===== src/rtl/cflog_reader.sv =====
// ============================================================================
//  Module      : cflog_reader
//  Description : Drains the control-flow log memory on a flush request and
//                streams each 16-bit entry out on a valid/ready interface.
//  Revision    : 1.0 - initial release
// ============================================================================
`default_nettype none

module cflog_reader #(
  parameter logic [15:0] LOG_SIZE = 16'h0100,
  parameter int          MEM_LAT  = 1
) (
  input  logic        clk,
  input  logic        reset,
  input  logic        flush,
  input  logic [15:0] log_ptr,
  output logic        mem_rd_en,
  output logic [15:0] mem_addr,
  input  logic [15:0] mem_rdata,
  output logic        tx_valid,
  output logic [15:0] tx_data,
  output logic        tx_last,
  input  logic        tx_ready,
  output logic        drain_busy,
  output logic        drain_done,
  output logic [15:0] entries_sent
);

  typedef enum logic [2:0] {
    S_IDLE = 3'd0,
    S_RD   = 3'd1,
    S_WAIT = 3'd2,
    S_SEND = 3'd3,
    S_DONE = 3'd4
  } state_t;

  localparam logic [3:0] c_lat_last = 4'(MEM_LAT - 1);

  state_t      r_state;
  state_t      w_state_nxt;
  logic        r_flush_d;
  logic [15:0] r_end_ptr;
  logic [15:0] r_rd_ptr;
  logic [3:0]  r_lat_cnt;
  logic [15:0] r_tx_data;
  logic        r_tx_last;
  logic        r_busy;
  logic [15:0] r_entries;

  logic        w_start;
  logic        w_lat_hit;
  logic [15:0] w_end_ptr_clamp;

  assign w_start         = flush & ~r_flush_d;
  assign w_lat_hit       = (r_lat_cnt == c_lat_last);
  // Odd pointers round down so a half-written entry is never sent.
  assign w_end_ptr_clamp = ((log_ptr > LOG_SIZE) ? LOG_SIZE : log_ptr) & 16'hFFFE;

  always_ff @(posedge clk or negedge reset) begin
    if (!reset) begin
      r_state <= S_IDLE;
    end else begin
      r_state <= w_state_nxt;
    end
  end

  always_comb begin
    w_state_nxt = r_state;
    case (r_state)
      S_IDLE: begin
        if (w_start) begin
          w_state_nxt = (w_end_ptr_clamp == 16'd0) ? S_DONE : S_RD;
        end
      end
      S_RD:   w_state_nxt = S_WAIT;
      S_WAIT: begin
        if (w_lat_hit) begin
          w_state_nxt = S_SEND;
        end
      end
      S_SEND: begin
        if (tx_ready) begin
          w_state_nxt = r_tx_last ? S_DONE : S_RD;
        end
      end
      S_DONE:  w_state_nxt = S_IDLE;
      default: w_state_nxt = S_IDLE;
    endcase
  end

  always_ff @(posedge clk or negedge reset) begin
    if (!reset) begin
      r_flush_d <= 1'b0;
      r_end_ptr <= 16'd0;
      r_rd_ptr  <= 16'd0;
      r_lat_cnt <= 4'd0;
      r_tx_data <= 16'd0;
      r_tx_last <= 1'b0;
      r_busy    <= 1'b0;
      r_entries <= 16'd0;
    end else begin
      r_flush_d <= flush;
      case (r_state)
        S_IDLE: begin
          if (w_start) begin
            r_end_ptr <= w_end_ptr_clamp;
            r_rd_ptr  <= 16'd0;
            r_entries <= 16'd0;
            r_busy    <= 1'b1;
          end
        end
        S_RD: begin
          r_lat_cnt <= 4'd0;
        end
        S_WAIT: begin
          if (w_lat_hit) begin
            r_tx_data <= mem_rdata;
            r_tx_last <= ((r_rd_ptr + 16'd2) == r_end_ptr);
          end else begin
            r_lat_cnt <= r_lat_cnt + 4'd1;
          end
        end
        S_SEND: begin
          if (tx_ready) begin
            r_entries <= r_entries + 16'd1;
            r_rd_ptr  <= r_rd_ptr + 16'd2;
          end
        end
        S_DONE: begin
          r_busy <= 1'b0;
        end
        default: begin
          r_busy <= 1'b0;
        end
      endcase
    end
  end

  assign mem_rd_en    = (r_state == S_RD);
  assign mem_addr     = mem_rd_en ? r_rd_ptr : 16'd0;
  assign tx_valid     = (r_state == S_SEND);
  assign tx_data      = r_tx_data;
  assign tx_last      = r_tx_last;
  assign drain_busy   = r_busy;
  assign drain_done   = (r_state == S_DONE);
  assign entries_sent = r_entries;

endmodule

`default_nettype wire

===== config.mk =====
export PLATFORM = sky130hd
export DESIGN_NAME = cflog_reader
export DESIGN_NICKNAME = d
export VERILOG_FILES = /design/src/rtl/cflog_reader.sv
export SDC_FILE = /design/constraint.sdc
export NUM_CORES = 1
export LEC_CHECK = 0
export BUFFER_PORTS_ARGS = -buffer_cell sky130_fd_sc_hd__buf_2
export CAP_MARGIN = 15
export CORE_MARGIN = 2
export CORE_UTILIZATION = 26
export DETAILED_ROUTE_END_ITERATION = 8
export GPL_TIMING_DRIVEN = 0
export SLEW_MARGIN = 20
export SYNTH_ARGS = -nofsm -noshare
export SYNTH_HDL_FRONTEND = slang
export SYNTH_SLANG_ARGS = --single-unit

===== constraint.sdc =====
create_clock -name clk -period 4.7 [get_ports clk]
set_input_delay 0.705 -clock clk [delete_from_list [all_inputs] [get_ports clk]]
set_output_delay 0.705 -clock clk [all_outputs]
set_load 0.02 [all_outputs]

==> impl_metrics.py <==
metrics = {
    "placed_design": {
        "gp_congestion": 0.845,
        "io_buffers": 87,
        "hpwl_mm": 7.60,
    },
    "detailed_routing": {
        "ant_nets": 0,
        "dr_total_vias": 3296,
        "drtPass1Iterations": 4,
        "wl_mm": 10.2,
        "drt_iter0_drc": 202,
        "drc": 0,
        "viasPerCell": 4.87,
        "wl_per_cell_um": 15.1,
    },
    "power_and_ir_drop": {
        "ir_drop_mv": 0.329,
        "power_leakage_nw": 2.31,
        "power.density_nw_per_um2": 504,
    },
    "final_layout": {
        "fill_cells": 1502,
        "fin_nets": 528,
        "drive_gt1_share_pct": 28.4,
        "fin_util_pct": 33.5,
        "diodes": 0,
        "syn_to_final_growth_pct": 26.6,
    },
    "logic_synthesis": {
        "syn_inst": 389,
        "synth_area_leader_cell": "dfrtp_1",
        "syn_area_sq_um": 3810,
        "synth.avg_cell_area_sq_um": 9.80,
        "synth.distinct_cells": 55,
        "synth_edf_count": 0,
        "yosysMostFrequentCell": "dfrtp_1",
        "yosys-top-cells-count": "72 x dfrtp_1, 30 x nand2_1, 28 x nor2_1, 28 x o21ai_0, 24 x and3_1",
        "synth_ff_type": "dfrtp_1",
        "synth-seq-area-share_pct": 47.2,
        "synth_top_area_share_pct": 47.2,
        "yosys_warnings": 0,
        "ys_ff_latch": 72,
        "synthArstFlopShare_pct": 100,
        "synthesis.nets": 429,
        "synth.top_cells.by_area": "dfrtp_1 47%, mux2_2 5.0%, and3_1 3.9%",
    },
    "timing": {
        "skew_ns": 0.00961,
        "relSlewSlack_pct": 45.6,
        "min_period_ns": 2.85,
        "finalSetupTns_ns": 0,
        "final_max_slew_viol_count": 0,
        "timing_hold_violations_final": 0,
        "worst_pin_slew_ns": 0.809,
        "max_freq_ghz": 0.351,
        "rsz0062_at_grt": "false",
        "finalCritPeriodShare_pct": 60.6,
        "setup_viol": 0,
    },
    "clock_network": {
        "clock_latency_ns": 0.33,
        "cts_hold_buf": 0,
        "postCtsResizedCells": 0,
        "cts-root-buf": "clkbuf_16",
        "cts-htree-levels": 3,
        "cts_tree": "yes",
        "cts_buffers": 9,
        "clk_pin_slew_ns": 0.06,
        "cts.sinks": 72,
        "cts_buffer_depth": 2,
        "postCtsSetupRepairBufs": 0,
    },
    "grt": {
        "grt_pass1_wl_mm": 16.9,
        "grt_pass1_vias": 3292,
        "antenna_found_initial": 0,
        "grt_start_max_net_pins": 57,
        "globalRouteOverflowTotal": 0,
        "grt.total_usage_pct": 13.4,
    },
    "floorplan": {
        "core_region_area_sq_um": 14400,
        "ios": 89,
        "dieArea_sq_um": 15700,
        "start_util_pct": 26.4,
        "die_h_um": 125,
        "fp.dieW_um": 125,
        "row_count": 44,
    },
    "hold_path": {
        "hold_path_class": "input pin to asynchronous set/reset pin",
    },
    "worst_setup_path": {
        "critPathKind": "register to primary output",
        "critical_path.cell_chain": "buf_4 > nor2_1 > clkbuf_1 > and3_1 > buf_2",
        "cp.required_ns": 3.99,
        "slowest_delay_ns": 0.51,
        "worstPathMaxFanout": 10,
        "arrival_ns": 2.14,
        "setup.worst_path.start_class": "register",
        "critical-path-slowest-cell": "nor2_1",
        "end_kind": "primary output",
    },
    "run_status": {
        "status": "completed",
    },
    "job": {
        "drv_cap": 0,
    },
}
-- sequential cells by signal (all words and copies together), names as in the netlist --
| register | count |
|---|---|
| drain_busy | 1 |
| entries_sent | 16 |
| r_end_ptr | 15 |
| r_flush_d | 1 |
| r_lat_cnt | 4 |
| r_rd_ptr | 15 |
| r_state | 3 |
| tx_data | 16 |
| tx_last | 1 |
-- routing by layer --
metal  share of wire [%]  GRT usage (%)
met2                  49           22.2
met1                  44           17.4
met4                 1.1           3.66
met3                 5.8           3.59
met5                   0              0
-- worst paths after layout --
| check | start | end | slack [ns] | cells after the start |
|---|---|---|---|---|
| max | r_state[1] | mem_addr[14] | 1.85 | 5 |
| min | reset | r_end_ptr[10] | 0.24 | 1 |
| max reg2reg | r_rd_ptr[1] | tx_last | 2.05 | 8 |
| min reg2reg | drain_busy | drain_busy | 0.50 | 1 |
| max in group asynchronous | reset | r_rd_ptr[2] | 3.90 | 2 |
| min in group clk | drain_busy | drain_busy | 0.50 | 1 |
-- cell usage in the layout, fill, tap and decap left out, types with 3 or more instances in the layout --
master,n
buf_2,87
dfrtp_1,72
nand2_1,30
nor2_1,28
o21ai_0,28
and3_1,24
mux2_2,17
clkbuf_1,16
xnor2_1,15
and2_1,14
nand3_1,14
a21oi_1,13
xor2_1,13
nand4_1,9
o31ai_1,9
clkbuf_16,9
inv_1,8
nor3_1,8
a22o_1,8
nand2b_1,6
buf_4,5
or3_1,5
a31oi_1,4
ha_1,4
and3_2,3
nor4_1,3
o21a_1,3
-- kinds of logic after synthesis --
| logic type | after synthesis | synth area share (%) |
|---|---|---|
| xor+xnor | 28 | 6.43 |
| flops | 72 | 47.2 |
| other cells | 1 | 0.0983 |
| fa+ha+maj | 4 | 1.31 |
| compound gates | 75 | 12.5 |
| simple gates | 160 | 23.4 |
| mux | 17 | 5.02 |
| buf+inv | 32 | 4.00 |
-- where the power goes --
group	total, mW	internal [mW]	switching, mW
Sequential	0.852	0.750	0.102
Combinational	0.847	0.333	0.514
Clock	0.735	0.465	0.269
-- layout make-up --
type / count / area, sq um / area share (%)
multi-input combinational: 285 / 1860 / 38.5
sequential: 72 / 1800 / 37.3
tap: 184 / 230 / 4.77
buffer: 24 / 123 / 2.54
inverter: 8 / 30.0 / 0.622
clock inverter: 7 / 95.1 / 1.97
timing repair buffer: 88 / 465 / 9.64
clock buffer: 9 / 225 / 4.66
-- critical path, delay by kind of cell, from the launching register on --
| kind | cells | cell delay, ns |
|---|---|---|
| buffers and inverters | 3 | 0.71 |
| DFF | 1 | 0.35 |
| and+or+nand+nor | 2 | 0.75 |
-- per-stage QoR --
step | worst slack, ns | area (sq um) | total power, mW | instances | hold WS [ns]
6_report | 1.85 | 4830 | 2.43 | 677 | 0.237
5_1_grt | 1.71 | 4830 | 2.58 | 677 | 0.252
4_1_cts | 1.87 | 4830 | 2.46 | 677 | 0.244
3_5_place_dp | 2.04 | 4510 | 1.72 | 661 | 0.479
3_3_place_gp | 2.09 | 4480 | 1.69 | 660 | 0.476
2_1_floorplan | 2.48 | 3810 | 1.41 | 389 | 0.409
Power figures use the tool's default switching activity.
